===== src/rtl/ram_arbiter_pkg.sv =====
// Shared encodings for the RAM arbiter: owner codes, FSM states and default sizing.
package ram_arbiter_pkg;

    // Default sizing; matches the CPU's data RAM.
    localparam int unsigned RAM_AW = 5;
    localparam int unsigned RAM_DW = 8;

    // Owner codes driven on the owner_o port.
    localparam logic [1:0] OWN_NONE = 2'b00;
    localparam logic [1:0] OWN_CPU  = 2'b01;
    localparam logic [1:0] OWN_LD   = 2'b10;

    // Arbiter FSM states; the encodings line up with the owner codes.
    typedef enum logic [1:0] {
        StIdle   = 2'b00,
        StCpuAcc = 2'b01,
        StLdAcc  = 2'b10
    } arb_state_e;

    // Owner code for the access being performed in a given state.
    function automatic logic [1:0] state_to_owner(input arb_state_e st);
        logic [1:0] own;
        own = OWN_NONE;
        case (st)
            StCpuAcc: own = OWN_CPU;
            StLdAcc:  own = OWN_LD;
            default:  own = OWN_NONE;
        endcase
        return own;
    endfunction

endpackage


===== src/rtl/ram_port_mux.sv =====
// Registered select of the winning requester's access fields (we/addr/wdata).
// Fields are zeroed when nobody wins so the RAM pins sit quiet while idle.
module ram_port_mux
    import ram_arbiter_pkg::*;
#(
    parameter int unsigned AW = RAM_AW,
    parameter int unsigned DW = RAM_DW
) (
    input  logic          clk_i,
    input  logic          rst_i,
    input  arb_state_e    sel_i,
    input  logic          cpu_we_i,
    input  logic [AW-1:0] cpu_addr_i,
    input  logic [DW-1:0] cpu_wdata_i,
    input  logic          ld_we_i,
    input  logic [AW-1:0] ld_addr_i,
    input  logic [DW-1:0] ld_wdata_i,
    output logic          we_o,
    output logic [AW-1:0] addr_o,
    output logic [DW-1:0] wdata_o
);

    logic          we_d, we_q;
    logic [AW-1:0] addr_d, addr_q;
    logic [DW-1:0] wdata_d, wdata_q;

    // Pick the fields of the requester the arbiter just selected.
    always_comb begin
        we_d    = 1'b0;
        addr_d  = '0;
        wdata_d = '0;
        case (sel_i)
            StCpuAcc: begin
                we_d    = cpu_we_i;
                addr_d  = cpu_addr_i;
                wdata_d = cpu_wdata_i;
            end
            StLdAcc: begin
                we_d    = ld_we_i;
                addr_d  = ld_addr_i;
                wdata_d = ld_wdata_i;
            end
            default: ;
        endcase
    end

    // Hold the selected fields for the access cycle.
    always_ff @(posedge clk_i) begin
        if (rst_i) begin
            we_q    <= 1'b0;
            addr_q  <= '0;
            wdata_q <= '0;
        end else begin
            we_q    <= we_d;
            addr_q  <= addr_d;
            wdata_q <= wdata_d;
        end
    end

    assign we_o    = we_q;
    assign addr_o  = addr_q;
    assign wdata_o = wdata_q;

endmodule


===== src/rtl/ram_arbiter.sv =====
// Two-port arbiter for the single data RAM: CPU has fixed priority, but after
// STARVE_LIM consecutive CPU wins against a waiting loader the loader is served.
// One single-cycle RAM access per grant; read data returns one cycle later.
module ram_arbiter
    import ram_arbiter_pkg::*;
#(
    parameter int unsigned AW         = RAM_AW,
    parameter int unsigned DW         = RAM_DW,
    parameter int unsigned STARVE_LIM = 4
) (
    input  logic          clk_i,
    input  logic          rst_i,
    // CPU port
    input  logic          cpu_req_i,
    input  logic          cpu_we_i,
    input  logic [AW-1:0] cpu_addr_i,
    input  logic [DW-1:0] cpu_wdata_i,
    output logic          cpu_gnt_o,
    output logic          cpu_rvalid_o,
    output logic [DW-1:0] cpu_rdata_o,
    // Loader port
    input  logic          ld_req_i,
    input  logic          ld_we_i,
    input  logic [AW-1:0] ld_addr_i,
    input  logic [DW-1:0] ld_wdata_i,
    output logic          ld_gnt_o,
    output logic          ld_rvalid_o,
    output logic [DW-1:0] ld_rdata_o,
    // RAM pins
    output logic          ram_ena_o,
    output logic          ram_read_o,
    output logic          ram_write_o,
    output logic [AW-1:0] ram_addr_o,
    output logic [DW-1:0] ram_wdata_o,
    input  logic [DW-1:0] ram_rdata_i,
    output logic [1:0]    owner_o
);

    localparam int unsigned CntW = $clog2(STARVE_LIM + 1);
    localparam logic [CntW-1:0] StarveLim = CntW'(STARVE_LIM);

    arb_state_e      state_q, state_d;
    logic [CntW-1:0] starve_q, starve_d;
    logic [1:0]      rd_own_q, rd_own_d;
    logic [DW-1:0]   cpu_rdata_q, cpu_rdata_d;
    logic [DW-1:0]   ld_rdata_q, ld_rdata_d;

    logic          acc_we;
    logic [AW-1:0] acc_addr;
    logic [DW-1:0] acc_wdata;
    logic          access;
    logic          loader_due;

    assign loader_due = ld_req_i && (starve_q == StarveLim);

    // Arbitration: CPU first unless the loader has waited out the starvation limit.
    always_comb begin
        state_d = StIdle;
        if (cpu_req_i && !loader_due) begin
            state_d = StCpuAcc;
        end else if (ld_req_i) begin
            state_d = StLdAcc;
        end
    end

    // Count CPU wins over a waiting loader; any loader win or idle loader clears it.
    always_comb begin
        starve_d = '0;
        if (ld_req_i && (state_d == StCpuAcc)) begin
            starve_d = (starve_q == StarveLim) ? starve_q : starve_q + CntW'(1);
        end
    end

    // Winner's fields are captured at the same edge as the state.
    ram_port_mux #(
        .AW (AW),
        .DW (DW)
    ) u_port_mux (
        .clk_i       (clk_i),
        .rst_i       (rst_i),
        .sel_i       (state_d),
        .cpu_we_i    (cpu_we_i),
        .cpu_addr_i  (cpu_addr_i),
        .cpu_wdata_i (cpu_wdata_i),
        .ld_we_i     (ld_we_i),
        .ld_addr_i   (ld_addr_i),
        .ld_wdata_i  (ld_wdata_i),
        .we_o        (acc_we),
        .addr_o      (acc_addr),
        .wdata_o     (acc_wdata)
    );

    assign access = (state_q != StIdle);

    // Track which port (if any) is owed read data next cycle, and hold the last data per port.
    always_comb begin
        rd_own_d    = (access && !acc_we) ? state_to_owner(state_q) : OWN_NONE;
        cpu_rdata_d = (rd_own_q == OWN_CPU) ? ram_rdata_i : cpu_rdata_q;
        ld_rdata_d  = (rd_own_q == OWN_LD)  ? ram_rdata_i : ld_rdata_q;
    end

    // State, starvation counter and read-return registers; reset drops any pending rvalid.
    always_ff @(posedge clk_i) begin
        if (rst_i) begin
            state_q     <= StIdle;
            starve_q    <= '0;
            rd_own_q    <= OWN_NONE;
            cpu_rdata_q <= '0;
            ld_rdata_q  <= '0;
        end else begin
            state_q     <= state_d;
            starve_q    <= starve_d;
            rd_own_q    <= rd_own_d;
            cpu_rdata_q <= cpu_rdata_d;
            ld_rdata_q  <= ld_rdata_d;
        end
    end

    // Output decode: everything derives from registered state, so outputs are glitch-free.
    always_comb begin
        cpu_gnt_o    = (state_q == StCpuAcc);
        ld_gnt_o     = (state_q == StLdAcc);
        ram_ena_o    = access;
        ram_read_o   = access && !acc_we;
        ram_write_o  = access && acc_we;
        ram_addr_o   = acc_addr;
        ram_wdata_o  = acc_wdata;
        owner_o      = state_to_owner(state_q);
        cpu_rvalid_o = (rd_own_q == OWN_CPU);
        ld_rvalid_o  = (rd_own_q == OWN_LD);
        // RAM data arrives in the rvalid cycle; pass it through then, hold it afterwards.
        cpu_rdata_o  = cpu_rvalid_o ? ram_rdata_i : cpu_rdata_q;
        ld_rdata_o   = ld_rvalid_o ? ram_rdata_i : ld_rdata_q;
    end

endmodule


===== config.mk =====
export PLATFORM = sky130hd
export DESIGN_NAME = ram_arbiter
export DESIGN_NICKNAME = d
export VERILOG_FILES = /design/src/rtl/ram_arbiter_pkg.sv /design/src/rtl/ram_port_mux.sv /design/src/rtl/ram_arbiter.sv
export SDC_FILE = /design/constraint.sdc
export NUM_CORES = 1
export LEC_CHECK = 0
export BUFFER_PORTS_ARGS = -buffer_cell sky130_fd_sc_hd__buf_2
export CORE_MARGIN = 3
export CORE_UTILIZATION = 39
export CTS_CLUSTER_SIZE = 14
export DETAILED_ROUTE_END_ITERATION = 10
export HOLD_SLACK_MARGIN = 0.06
export PLACE_DENSITY_LB_ADDON = 0.3
export RECOVER_POWER = 25
export SETUP_SLACK_MARGIN = 0.15
export SLEW_MARGIN = 20
export SYNTH_ARGS = -nofsm -noshare
export SYNTH_HDL_FRONTEND = slang
export SYNTH_SLANG_ARGS = --single-unit

===== constraint.sdc =====
create_clock -name clk_i -period 1.4 [get_ports clk_i]
set_clock_uncertainty 0.15 [all_clocks]
set_input_delay 0.07 -clock clk_i [delete_from_list [all_inputs] [get_ports clk_i]]
set_output_delay 0.07 -clock clk_i [all_outputs]
set_load 0.02 [all_outputs]

==> flow_summary_export.csv <==
group,metric,value,unit
routing,ant_nets,0,
routing,drc,0,
run,maxCapViolCount,0,
power,ir_worst_vdd,0.7314,mV
cells_and_area,drive_gt1_share,52.36,%
cells_and_area,area_growth,79.28,%
timing,max_slew_margin,79.50,%
clock_network,root_buffer,"clkbuf_4",
global_routing,antenna_found_initial,0,
cells_and_area,num-fill-cells,216,
clock_network,cts_buffers,5,
floorplan,core-area,3416,sq um
cells_and_area,final_common_cell,"buf_2",
setup_path,path_class,"flip-flop to primary output",
routing,vias_per_cell,4.686,
logic_synthesis,synthCells,116,
power,power.density,849.6,nW/um^2
floorplan,rows,21,
timing,fin_crit,1.661,ns
placement,gp_congestion,0.6606,
global_routing,grt_max_degree,20,
global_routing,grt_use_total,20.29,%
logic_synthesis,yosys_warnings,0,
routing,drt-total-wl,4.605,mm
power,totalPowerFinal,2.161,mW
logic_synthesis,netlist_area,1419,sq um
timing,fin_hold_ws,-0.04618,ns
setup_path,cp_max_fo,9,
cells_and_area,final_cell_mix,"46 x buf_2, 32 x dlygate4sd3_1, 31 x dfxtp_1, 25 x buf_6, 16 x mux2_4",
logic_synthesis,synthesis.nets,158,
logic_synthesis,syn_avg_cell_area,12.23,sq um
floorplan,die_area,4398,sq um
routing,vias,1312,
logic_synthesis,ys_seq_elements,37,
routing,dr.pass1.iters,4,
timing,post-route-period-util,118.6,%
floorplan,ios,78,
routing,drtIter0Drc,44,
global_routing,grt_pass1_vias,1400,
placement,hpwl,2.502,mm
worst_hold_path,hold_path_class,"primary input to flip-flop",
timing,fmax,602.1,MHz
cells_and_area,final_util,74.47,%
routing,post_drt_wl_per_cell,16.45,um
run_status,violations,"hold timing, setup timing",
timing,drv_slew,0,
clock_network,cts_max_level,2,
timing,hold_viol,16,
power,p_leak,1.185,nW
timing,rsz0062_at_grt,"true",
setup_path,required,1.18,ns
setup_path,cp.arrival,1.44,ns
timing,tightest_slew,0.3088,ns
floorplan,start_util,41.54,%
clock_network,clkSinkCount,37,
logic_synthesis,yosys.cell_types.count,22,
clock_network,cts.path.max_buffers,2,
floorplan,die_h,66.32,um
run_status,status,"finished, violations left",
logic_synthesis,seq_area_frac_synth,52.20,%
cells_and_area,nets,275,
global_routing,grt_pass1_wl,6.541,mm
timing,setup_slack,-0.2608,ns
floorplan,die_x,66.32,um
clock_network,clock_latency,0.33,ns
clock_network,cts_tree,"built",
setup_path,critPathLaunchType,"flip-flop",
clock_network,clk_pin_slew_worst_paths,0.10,ns
global_routing,grt.overflow.total,0,
placement,port_buffers,77,
setup_path,cp-end-kind,"primary output",
timing,setup_viol,21,
-- path summary, 6_finish.rpt --
path              slack [ns]           start                    end  cells after the start
hold / removal         -0.05  ram_rdata_i[3]          ld_rdata_q[3]                      3
setup / recovery       -0.26     rd_own_q[1]          ld_rdata_o[3]                      4
setup reg to reg           0     starve_q[0]  u_port_mux.wdata_o[5]                      5
hold reg to reg         0.42     starve_q[0]            starve_q[0]                      2
-- timing repair --
action                                  in CTS  in global routing
hold buffers                                31                  1
pin swaps                                    1                  2
setup buffers                                2                  4
endpoints found under the hold margin       36                 18
endpoints found under the setup margin      56                 59
gates resized for setup                     36                 28
-- sequential cells by signal, indices dropped and copies added (netlist names) --
signal and count:
u_port_mux.addr_o 5, state_q 2, u_port_mux.wdata_o 8, cpu_rdata_q 8, u_port_mux.we_o 1, starve_q 3, ld_rdata_q 8, rd_own_q 2
-- cell usage after synthesis --
cell type / count / share of area (%)
nor2b_1: 21 / 9.3
nand2b_1: 2 / 0.88
mux2_2: 5 / 4.0
mux2_1: 3 / 2.4
buf_6: 2 / 1.6
a22o_1: 14 / 8.6
and2_1: 1 / 0.44
buf_2: 2 / 0.71
nor2_1: 1 / 0.26
nor3b_1: 2 / 1.1
inv_1: 4 / 1.1
or2_2: 1 / 0.44
a311oi_4: 1 / 1.9
buf_4: 4 / 2.1
ha_1: 2 / 1.8
mux2_4: 8 / 8.5
dfxtp_1: 37 / 52
nor3_1: 1 / 0.35
mux2i_1: 1 / 0.71
nor2_2: 1 / 0.44
and3_1: 2 / 0.88
a21boi_1: 1 / 0.53
-- worst max-delay path, cell delays in order, from the launching register on --
cell and delay [ns]:
dfxtp_2 0.35, nor2b_4 0.15, buf_12 0.14, mux2_4 0.30, buf_2 0.16
-- layout make-up --
class / instances / area (sq um) / share of cell area (%)
diodes: 1 / 2.502 / 0.09838
clock buffers: 6 / 51.30 / 2.017
clock inverters: 1 / 7.507 / 0.2951
inverters: 4 / 15.01 / 0.5903
multi-input cells: 67 / 706.9 / 27.79
flip-flops and latches: 37 / 750.7 / 29.51
well taps: 46 / 57.56 / 2.263
repair buffers: 118 / 952.2 / 37.43
-- stage by stage --
stage	area (sq um)	setup TNS [ns]	instances	setup slack [ns]
2_1_floorplan	1499	0	116	0.04354
3_3_place_gp	1912	-0.5841	234	-0.04466
3_5_place_dp	1912	-1.377	234	-0.1129
4_1_cts	2406	-4.021	274	-0.2756
5_1_grt	2541	-5.557	279	-0.3183
6_report	2544	-3.824	280	-0.2608
-- report_power, final --
group | leakage (nW) | internal (mW) | switching, mW | total, mW
registers | 0.305 | 1.09 | 0.0183 | 1.11
clock network | 0.0303 | 0.235 | 0.337 | 0.572
logic | 0.849 | 0.266 | 0.211 | 0.477
-- layer usage --
| layer | GRT usage, % | share of wire [%] | vias up |
|---|---|---|---|
| met2 | 36.18 | 54 | 58 |
| met1 | 20.46 | 35 | 600 |
| met3 | 5.442 | 5.9 | 21 |
| met5 | 0 | 0 | - |
| li1 | - | - | 633 |
| met4 | 13.20 | 4.9 | 0 |
-- kinds of logic after synthesis --
group | Yosys count | share of synthesized area (%)
multiplexers | 17 | 15.52
AND/OR/NAND/NOR | 32 | 14.02
AO/OA/AOI/OAI | 16 | 11.02
flip-flops | 37 | 52.20
buffers and inverters | 12 | 5.467
adder cells (fa/ha/maj) | 2 | 1.763
No activity file was read; power rests on OpenSTA's default activity.
